File: config.mk
export PLATFORM = sky130hd
export DESIGN_NAME = puf_eval_ctrl
export DESIGN_NICKNAME = d
export VERILOG_FILES = /design/src/rtl/puf_pkg.sv /design/src/rtl/puf_vote_cnt.sv /design/src/rtl/puf_eval_ctrl.sv
export SDC_FILE = /design/constraint.sdc
export NUM_CORES = 1
export LEC_CHECK = 0
export ABC_AREA = 1
export BUFFER_PORTS_ARGS = -buffer_cell sky130_fd_sc_hd__buf_2
export CORE_ASPECT_RATIO = 1.2
export CORE_MARGIN = 2
export CORE_UTILIZATION = 40
export DETAILED_ROUTE_END_ITERATION = 8
export GPL_TIMING_DRIVEN = 1
export PLACE_DENSITY = 0.58
export SYNTH_ARGS = -nofsm -noshare
export SYNTH_HDL_FRONTEND = slang
export SYNTH_SLANG_ARGS = --single-unit
File: constraint.sdc
create_clock -name clk -period 1.7 [get_ports clk]
set_clock_uncertainty 0.1 [all_clocks]
set_input_delay 0 -clock clk [delete_from_list [all_inputs] [get_ports clk]]
set_output_delay 0 -clock clk [all_outputs]
set_load 0.005 [all_outputs]
File: src/rtl/puf_pkg.sv
// Shared definitions for the PUF evaluation controller: default width,
// controller state encoding and the vote-counter sizing rule.
package puf_pkg;

  localparam int C_LENGTH_DEFAULT = 8;

  typedef enum logic [2:0] {
    IDLE     = 3'd0,
    LOAD     = 3'd1,
    PULSE_LO = 3'd2,
    PULSE_HI = 3'd3,
    SAMPLE   = 3'd4,
    DONE     = 3'd5
  } state_t;

  // Width of a counter that must hold values 0..n_eval inclusive.
  function automatic int vote_cnt_width(input int n_eval);
    return $clog2(n_eval + 1);
  endfunction

endpackage

File: src/rtl/puf_vote_cnt.sv
// One response bit: 2-flop synchroniser for the asynchronous arbiter output,
// a ones counter over the evaluations of a request, and the registered
// majority / stability flags produced on the final sample.
module puf_vote_cnt
  import puf_pkg::*;
#(
  parameter int N_EVAL = 7
) (
  input  logic clk,
  input  logic rst_n,
  input  logic raw,
  input  logic clr,
  input  logic add,
  input  logic fin,
  output logic maj,
  output logic stable
);

  localparam int CW = vote_cnt_width(N_EVAL);

  logic          sync1;
  logic          sync2;
  logic [CW-1:0] ones;
  logic [CW-1:0] ones_next;

  // Count including the sample being taken this cycle, so the flags can be
  // registered on the same edge as the last sample.
  assign ones_next = ones + CW'(sync2);

  // Two-stage synchroniser; raw changes with no relation to clk.
  always_ff @(posedge clk or negedge rst_n) begin
    if (!rst_n) begin
      sync1 <= 1'b0;
      sync2 <= 1'b0;
    end else begin
      // NOTE: non-blocking assignments make sync2 take the old sync1, giving
      // two real flop stages; blocking here would collapse them into one.
      sync1 <= raw;
      sync2 <= sync1;
    end
  end

  // Ones counter plus result flags; flags hold until the next final sample.
  always_ff @(posedge clk or negedge rst_n) begin
    if (!rst_n) begin
      ones   <= '0;
      maj    <= 1'b0;
      stable <= 1'b0;
    end else begin
      if (clr) begin
        ones <= '0;
      end else if (add) begin
        ones <= ones_next;
      end
      if (fin) begin
        maj    <= (ones_next > CW'(N_EVAL / 2));
        stable <= (ones_next == '0) || (ones_next == CW'(N_EVAL));
      end
    end
  end

endmodule

File: src/rtl/puf_eval_ctrl.sv
// Evaluation controller for the arbiter PUF array: latches a challenge,
// generates N_EVAL race pulses in the clk domain, and majority-votes the
// synchronised response bits into a response word and a stability mask.
module puf_eval_ctrl
  import puf_pkg::*;
#(
  parameter int C_LENGTH   = C_LENGTH_DEFAULT,
  parameter int N_EVAL     = 7,
  parameter int SETTLE_CYC = 4
) (
  input  logic                clk,
  input  logic                rst_n,
  input  logic                start,
  input  logic [C_LENGTH-1:0] challenge_in,
  output logic                busy,
  output logic [C_LENGTH-1:0] puf_challenge,
  output logic                puf_pulse,
  input  logic [C_LENGTH-1:0] puf_response,
  output logic [C_LENGTH-1:0] resp_out,
  output logic [C_LENGTH-1:0] stable_mask,
  output logic                resp_valid
);

  // Reject unusable parameterisations at elaboration time.
  if (N_EVAL < 1 || N_EVAL > 15 || (N_EVAL % 2) == 0) begin : g_bad_n_eval
    $error("puf_eval_ctrl: N_EVAL must be odd and within 1..15");
  end
  if (SETTLE_CYC < 3 || SETTLE_CYC > 255) begin : g_bad_settle
    $error("puf_eval_ctrl: SETTLE_CYC must be within 3..255");
  end

  localparam int EW = vote_cnt_width(N_EVAL);

  state_t        state;
  logic [EW-1:0] eval_cnt;
  logic [7:0]    phase_cnt;
  logic          last_eval;
  logic          phase_end;
  logic          vote_clr;
  logic          vote_add;
  logic          vote_fin;

  assign last_eval = (eval_cnt == EW'(N_EVAL - 1));
  assign phase_end = (phase_cnt == 8'(SETTLE_CYC - 1));
  assign vote_clr  = (state == LOAD);
  assign vote_add  = (state == SAMPLE);
  assign vote_fin  = vote_add && last_eval;

  // Request sequencer: challenge latch, pulse phases, evaluation count and
  // the registered busy / pulse / valid outputs.
  always_ff @(posedge clk or negedge rst_n) begin
    if (!rst_n) begin
      state         <= IDLE;
      puf_challenge <= '0;
      puf_pulse     <= 1'b0;
      busy          <= 1'b0;
      resp_valid    <= 1'b0;
      eval_cnt      <= '0;
      phase_cnt     <= '0;
    end else begin
      resp_valid <= 1'b0;
      case (state)
        IDLE: begin
          if (start) begin
            puf_challenge <= challenge_in;
            busy          <= 1'b1;
            state         <= LOAD;
          end
        end
        LOAD: begin
          eval_cnt  <= '0;
          phase_cnt <= '0;
          state     <= PULSE_LO;
        end
        PULSE_LO: begin
          if (phase_end) begin
            phase_cnt <= '0;
            puf_pulse <= 1'b1;
            state     <= PULSE_HI;
          end else begin
            phase_cnt <= phase_cnt + 8'd1;
          end
        end
        PULSE_HI: begin
          if (phase_end) begin
            phase_cnt <= '0;
            state     <= SAMPLE;
          end else begin
            phase_cnt <= phase_cnt + 8'd1;
          end
        end
        SAMPLE: begin
          puf_pulse <= 1'b0;
          if (last_eval) begin
            resp_valid <= 1'b1;
            state      <= DONE;
          end else begin
            eval_cnt <= eval_cnt + EW'(1);
            state    <= PULSE_LO;
          end
        end
        DONE: begin
          busy  <= 1'b0;
          state <= IDLE;
        end
        default: state <= IDLE;
      endcase
    end
  end

  // One synchroniser and vote counter per response bit.
  for (genvar i = 0; i < C_LENGTH; i++) begin : g_bit
    puf_vote_cnt #(
      .N_EVAL (N_EVAL)
    ) u_vote (
      .clk    (clk),
      .rst_n  (rst_n),
      .raw    (puf_response[i]),
      .clr    (vote_clr),
      .add    (vote_add),
      .fin    (vote_fin),
      .maj    (resp_out[i]),
      .stable (stable_mask[i])
    );
  end

endmodule

Yosys cells after proc, flatten, opt, wreduce, memory -nomap -nowiden
Index checks and enable logic that the tools add are counted.
{"block": "totals", "ff_bits": 81, "out_inout_bits": 27}
{"block": "op_classes", "addsub": 10, "n_lt_le_gt_ge": 8, "n_eq_ne": 19, "mux": 31, "n_reduce_logical": 28}
{"op": "3-bit 2-to-1 mux", "count": 21}
{"op": "3-bit == test (second input constant)", "count": 11}
{"op": "3-bit logical NOT", "count": 9}
{"op": "3-bit by 1-bit adder with 3-bit output", "count": 8}
{"op": "3-bit by 2-bit greater-than comparator with 1-bit output (second input constant)", "count": 8}
{"op": "8-bit case mux with 2 select lines", "count": 1}
{"op": "3-bit case mux with 5 select lines", "count": 1}
{"op": "8-bit by 1-bit adder with 8-bit output (second input constant)", "count": 1}
{"op": "8-bit by 2-bit == test with 1-bit output (second input constant)", "count": 1}
{"op": "1-bit logical OR", "count": 8}
{"op": "8-bit 2-to-1 mux", "count": 1}
{"op": "2-bit inequality test (second input constant)", "count": 4}
{"op": "2-bit AND reduction", "count": 4}
{"op": "2-bit nonzero test", "count": 4}
{"op": "3-bit by 2-bit == test with 1-bit output (second input constant)", "count": 2}
{"op": "3-bit case mux with 2 select lines", "count": 1}
{"op": "1-bit 2-to-1 mux", "count": 4}
{"op": "1-bit case mux with 2 select lines", "count": 2}
{"op": "3-bit by 1-bit adder with 3-bit output (second input constant)", "count": 1}
{"op": "3-bit by 1-bit == test with 1-bit output (second input constant)", "count": 1}
{"op": "3-bit AND reduction", "count": 1}
{"op": "2-bit OR reduction", "count": 1}
{"op": "1-bit logical AND", "count": 1}

Longest topological paths before layout
{"block": "logic_depth", "depth_word": 3, "mapped_depth": 8, "mapped_depth_nobuf": 8}

Hierarchy
A second synthesis with hierarchy kept.
{"block": "unflattened", "hier_cells": 447, "area_unflattened_um2": 3955.0}
{"module": "puf_vote_cnt", "n_inst": 8, "cells_each": 36, "area_each_um2": 334.1}
{"module": "puf_eval_ctrl", "n_inst": 1, "cells_each": 159, "area_each_um2": 1282.5}

Worst setup path before layout
OpenSTA, ideal clock, no wires.
{"block": "synth_timing", "path_type": "register -> register", "start": "register eval_cnt[0]", "end": "register g_bit[0].u_vote.maj", "setup_ns": 0.131, "arrival_time_ns": 1.158, "t_required_ns": 1.469, "setup_slack_ns": 0.311, "path_stages_with_launch": 9, "n_path_buf": 1, "period_less_slack_ns": 1.389, "path_cell_list": "dfrtp_1 -> inv_1 -> ha_1 -> nand2_1 -> inv_1 -> nand3_4 -> buf_2 -> nand2_1 -> o21ai_0"}
{"block": "synth_between", "elab_chain_cells": 2}
{"element": "from (decl)", "line": "puf_eval_ctrl.sv:35", "source": "logic [EW-1:0] eval_cnt;"}
{"element": "from (signal assigned)", "line": "puf_eval_ctrl.sv:98", "source": "eval_cnt <= eval_cnt + EW'(1);"}
{"element": "3-bit == test", "line": "puf_eval_ctrl.sv:43", "source": "assign last_eval = (eval_cnt == EW'(N_EVAL - 1));"}
{"element": "1-bit logical AND", "line": "puf_eval_ctrl.sv:47", "source": "assign vote_fin = vote_add && last_eval;"}
{"element": "to (signal assigned)", "line": "puf_vote_cnt.sv:56", "source": "maj <= (ones_next > CW'(N_EVAL / 2));"}
{"element": "to (decl)", "line": "puf_vote_cnt.sv:15", "source": "output logic maj,"}
Every way passes these cells.
A chain may end at the register's enable or synchronous reset.

Final worst setup path
{"block": "layout_timing", "start": "register eval_cnt[0]", "end": "register g_bit[1].u_vote.stable"}
{"block": "layout_between", "elab_chain_cells": 2}
{"element": "3-bit == test", "line": "puf_eval_ctrl.sv:43"}
{"element": "1-bit logical AND", "line": "puf_eval_ctrl.sv:47"}
{"element": "net g_bit[0].u_vote.fin", "line": "puf_vote_cnt.sv:14", "source": "input logic fin,"}
{"element": "to (signal assigned)", "line": "puf_vote_cnt.sv:57", "source": "stable <= (ones_next == '0) || (ones_next == CW'(N_EVAL));"}
{"element": "to (decl)", "line": "puf_vote_cnt.sv:16", "source": "output logic stable"}
The timed path passes the listed nets, and every way through them passes these cells.

==> impl_metrics.prom <==
# TYPE chip_impl_metric gauge
chip_impl_info{name="outcome",value="completed"} 1
chip_impl_metric{name="track_usage",unit="%"} 15.0
chip_impl_info{name="critical_path_class",value="reg2reg"} 1
chip_impl_metric{name="irDropWorstVdd",unit="mV"} 0.317
chip_impl_metric{name="p_total",unit="mW"} 4.28
chip_impl_metric{name="synth_seq_cells",unit=""} 81
chip_impl_metric{name="cts_inserted_buffers",unit=""} 9
chip_impl_metric{name="fp.dieArea",unit="um2"} 10300
chip_impl_metric{name="drtAntennaViolNets",unit=""} 0
chip_impl_metric{name="finish.net_count",unit=""} 504
chip_impl_metric{name="fmax",unit="GHz"} 0.661
chip_impl_metric{name="routed_wire_length_per_instance",unit="um"} 11.7
chip_impl_metric{name="setup_viol",unit=""} 0
chip_impl_metric{name="die_height",unit="um"} 111
chip_impl_metric{name="fp.dieW",unit="um"} 92.9
chip_impl_metric{name="pin_count_of_the_biggest_net_entering_global_routing",unit=""} 54
chip_impl_metric{name="tightestPinTransition",unit="ns"} 0.381
chip_impl_info{name="worstSetupEndpointType",value="flop"} 1
chip_impl_info{name="critical_path.startpoint",value="eval_cnt[0]"} 1
chip_impl_metric{name="cts_htree_levels",unit=""} 3
chip_impl_metric{name="insertion_delay",unit="ns"} 0.34
chip_impl_metric{name="final.setup.tns",unit="ns"} 0
chip_impl_metric{name="fp_rows",unit=""} 38
chip_impl_metric{name="clk_transition_reported_paths",unit="ns"} 0.08
chip_impl_metric{name="port-buffer-count",unit=""} 45
chip_impl_metric{name="finalCriticalPeriod",unit="ns"} 1.51
chip_impl_metric{name="final-instance-count-excl-fill",unit=""} 589
chip_impl_metric{name="cp_data_required_time",unit="ns"} 1.83
chip_impl_metric{name="design.core.area",unit="um2"} 9130
chip_impl_metric{name="routed-via-count",unit=""} 2780
chip_impl_metric{name="synthDistinctLibCells",unit=""} 25
chip_impl_metric{name="timing.slew.headroom",unit="%"} 74.6
chip_impl_metric{name="worst-endpoint-arrival",unit="ns"} 1.64
chip_impl_metric{name="postRouteWirelength",unit="um"} 6900
chip_impl_metric{name="via_count_of_the_first_global_routing_pass",unit=""} 2828
chip_impl_metric{name="yosysWarnings",unit=""} 0
chip_impl_metric{name="clock-sinks",unit=""} 81
chip_impl_info{name="most_used_routing_layer",value="met2"} 1
chip_impl_metric{name="drc",unit=""} 0
chip_impl_metric{name="finalMaxSlewViolations",unit=""} 0
chip_impl_metric{name="synth_top_area_share",unit="%"} 53.4
chip_impl_metric{name="syn_nets",unit=""} 450
chip_impl_info{name="crit_path_start_kind",value="flop"} 1
chip_impl_info{name="ranking_of_synthesized_cells_by_area",value="sky130_fd_sc_hd__dfrtp_1 (53%), sky130_fd_sc_hd__nand2_1 (9.9%), sky130_fd_sc_hd__nand3_1 (7.1%), sky130_fd_sc_hd__ha_1 (6.3%), sky130_fd_sc_hd__o21ai_0 (5.8%)"} 1
chip_impl_metric{name="gp_congestion",unit=""} 0.770
chip_impl_metric{name="antenna-diode-count",unit=""} 0
chip_impl_metric{name="route.detailed.vias_per_inst",unit=""} 4.72
chip_impl_metric{name="antenna_found_initial",unit=""} 0
chip_impl_metric{name="combined_area_of_all_synthesized_cells",unit="um2"} 3790
chip_impl_metric{name="grt_use_met1",unit="%"} 19.3
chip_impl_metric{name="leakagePower",unit="nW"} 2.35
chip_impl_metric{name="final_hold_viol_count",unit=""} 0
chip_impl_info{name="rsz0062_at_grt",value="no"} 1
chip_impl_info{name="tritoncts",value="yes"} 1
chip_impl_metric{name="io_pins",unit=""} 46
chip_impl_metric{name="power_per_cell_area",unit="nW/um2"} 966
chip_impl_metric{name="num-fill-cells",unit=""} 880
chip_impl_info{name="hp-class",value="in2async"} 1
chip_impl_metric{name="number_of_drc_violations_after_detailed_routing_iteration_0",unit=""} 142
chip_impl_metric{name="globalRoute.totalOverflow",unit=""} 0
chip_impl_metric{name="grt_util_met3",unit="%"} 3.26
chip_impl_info{name="worstReg2RegStart",value="eval_cnt[0]"} 1
chip_impl_metric{name="dp.final_hpwl",unit="um"} 4770
chip_impl_metric{name="synth_area_per_cell",unit="um2"} 9.20
chip_impl_info{name="regToRegEndpoint",value="g_bit[1].u_vote.stable"} 1
chip_impl_info{name="cts_root_buf",value="sky130_fd_sc_hd__clkbuf_8"} 1
chip_impl_metric{name="fin_worst_hold_slack",unit="ns"} 0.0196
chip_impl_metric{name="initial_utilization",unit="%"} 41.5
chip_impl_metric{name="layout-drive-gt1-share",unit="%"} 16.4
chip_impl_metric{name="r2r_setup_slack",unit="ns"} 0.19
chip_impl_metric{name="synthCells",unit=""} 412
chip_impl_metric{name="clockBufferDepth",unit=""} 2
chip_impl_metric{name="firstDrtPassIters",unit=""} 4
chip_impl_metric{name="area_delta_synth_final",unit="%"} 16.9
chip_impl_metric{name="seq_area_frac_synth",unit="%"} 53.4
chip_impl_metric{name="grt_use_met2",unit="%"} 25.0
chip_impl_metric{name="r2r_cells",unit=""} 8
chip_impl_info{name="synth_top_cell_by_area",value="sky130_fd_sc_hd__dfrtp_1"} 1
chip_impl_metric{name="timing.final.crit_share",unit="%"} 89.0
chip_impl_metric{name="post-place-cells",unit=""} 557
chip_impl_metric{name="timing.max_cap.violations",unit=""} 0
chip_impl_metric{name="worstPathMaxFanout",unit=""} 9
chip_impl_metric{name="first_pass_grt_wire_length",unit="um"} 12600
chip_impl_info{name="critical_path.endpoint",value="g_bit[1].u_vote.stable"} 1
## Yosys cell counts
cell                       number
sky130_fd_sc_hd__xor2_1         9
sky130_fd_sc_hd__or2_2          1
sky130_fd_sc_hd__inv_1         38
sky130_fd_sc_hd__clkinv_1       1
sky130_fd_sc_hd__nand3_2        1
sky130_fd_sc_hd__o21ai_1        7
sky130_fd_sc_hd__nand3_4        1
sky130_fd_sc_hd__nand3_1       54
sky130_fd_sc_hd__nand4_1        4
sky130_fd_sc_hd__dfrtp_1       81
sky130_fd_sc_hd__buf_2          5
sky130_fd_sc_hd__nor2_1         8
sky130_fd_sc_hd__ha_1          19
sky130_fd_sc_hd__clkbuf_2       2
sky130_fd_sc_hd__o21ai_0       44
sky130_fd_sc_hd__buf_6          1
sky130_fd_sc_hd__buf_4         18
sky130_fd_sc_hd__clkbuf_1       2
sky130_fd_sc_hd__xnor2_1        8
sky130_fd_sc_hd__nand2_1      100
sky130_fd_sc_hd__inv_2          2
sky130_fd_sc_hd__nor2_2         1
sky130_fd_sc_hd__nor3_1         1
sky130_fd_sc_hd__nand2_2        2
sky130_fd_sc_hd__nor2_4         2
## power breakdown
group	switching, mW	total, mW	internal (mW)
Sequential	0.119	2.23	2.11
Combinational	0.405	0.712	0.307
Clock	0.641	1.34	0.701
Total	1.16	4.28	3.12
## stage by stage
| stage | instance area (um2) | setup WS, ns | utilization, % |
|---|---|---|---|
| 4_1_cts | 4430 | 0.0458 | 48.5 |
| 3_3_place_gp | 4070 | 0.125 | 44.5 |
| 2_1_floorplan | 3790 | 0.311 | - |
| 5_1_grt | 4430 | 0.0516 | 48.6 |
| 3_5_place_dp | 4070 | 0.0566 | 44.5 |
| 6_report | 4430 | 0.187 | 48.6 |
## placed cells by master (no fill, tap or decap), drive strengths merged
cell,instances
buf,53
inv,40
clkbuf,11
nor2,11
nand2,102
o21ai,51
ha,19
xnor2,8
clkinvlp,2
clkinv,1
dfrtp,81
or2,1
dlygate4sd3,18
nor3,1
nand3,56
bufinv,1
nand4,4
xor2,9
## timing repair
item                                    in CTS  in global routing
setup buffers                                0                  0
hold buffers                                18                  0
hold endpoints to repair                    98                  0
endpoints found under the setup margin       0                  8
resized for setup                            0                  1
## critical path, cell delays in order (launching register included)
cell and delay, ns:
sky130_fd_sc_hd__dfrtp_1 0.40, sky130_fd_sc_hd__inv_1 0.06, sky130_fd_sc_hd__ha_1 0.19, sky130_fd_sc_hd__nand2_1 0.06, sky130_fd_sc_hd__inv_1 0.09, sky130_fd_sc_hd__nand3_4 0.10
sky130_fd_sc_hd__clkinvlp_4 0.22, sky130_fd_sc_hd__nand3_1 0.15, sky130_fd_sc_hd__nand2_1 0.06
## metal layers
metal	wire length, um	share of wire [%]
met5	0	0
met4	111	1.6
met3	283	4.1
met2	3390	49
met1	3120	45
## flip-flops by register name, indices dropped and copies added (netlist names)
signal,cells
g_bit.u_vote.ones,24
g_bit.u_vote.maj,8
g_bit.u_vote.stable,8
g_bit.u_vote.sync1,8
g_bit.u_vote.sync2,8
phase_cnt,8
puf_challenge,8
eval_cnt,3
state,3
busy,1
puf_pulse,1
resp_valid,1
## how the worst min path moves through the flow
| stage | end | slack, ns | depth (start not counted) |
|---|---|---|---|
| CTS | g_bit[0].u_vote.ones[1] | 0.03 | 2 |
| detailed placement | g_bit[0].u_vote.ones[1] | -0.14 | 1 |
| global route | g_bit[0].u_vote.ones[0] | 0.06 | 2 |
| floorplan | busy | -0.40 | 0 |
| finish | g_bit[0].u_vote.ones[1] | 0.02 | 2 |
| global placement | g_bit[0].u_vote.ones[1] | -0.14 | 1 |
## cells by family after synthesis
family / after synthesis / synth area share [%]
flip-flops: 81 / 53.4
XOR/XNOR: 17 / 3.93
adder cells (fa/ha/maj): 19 / 6.27
AO/OA/AOI/OAI: 51 / 6.73
AND/OR/NAND/NOR: 175 / 20.6
buffers and inverters: 69 / 9.04
## cell type report
type                    instances  area [um2]  share of cell area [%]
flip-flops and latches         81        2030                    45.7
clock inverters                 3        42.5                   0.959
well taps                     120         150                    3.39
repair buffers                 71         493                    11.1
multi-input cells             262        1420                    32.1
inverters                      41         158                    3.56
clock buffers                  11         141                    3.19
(Power assumes the default switching activity.)
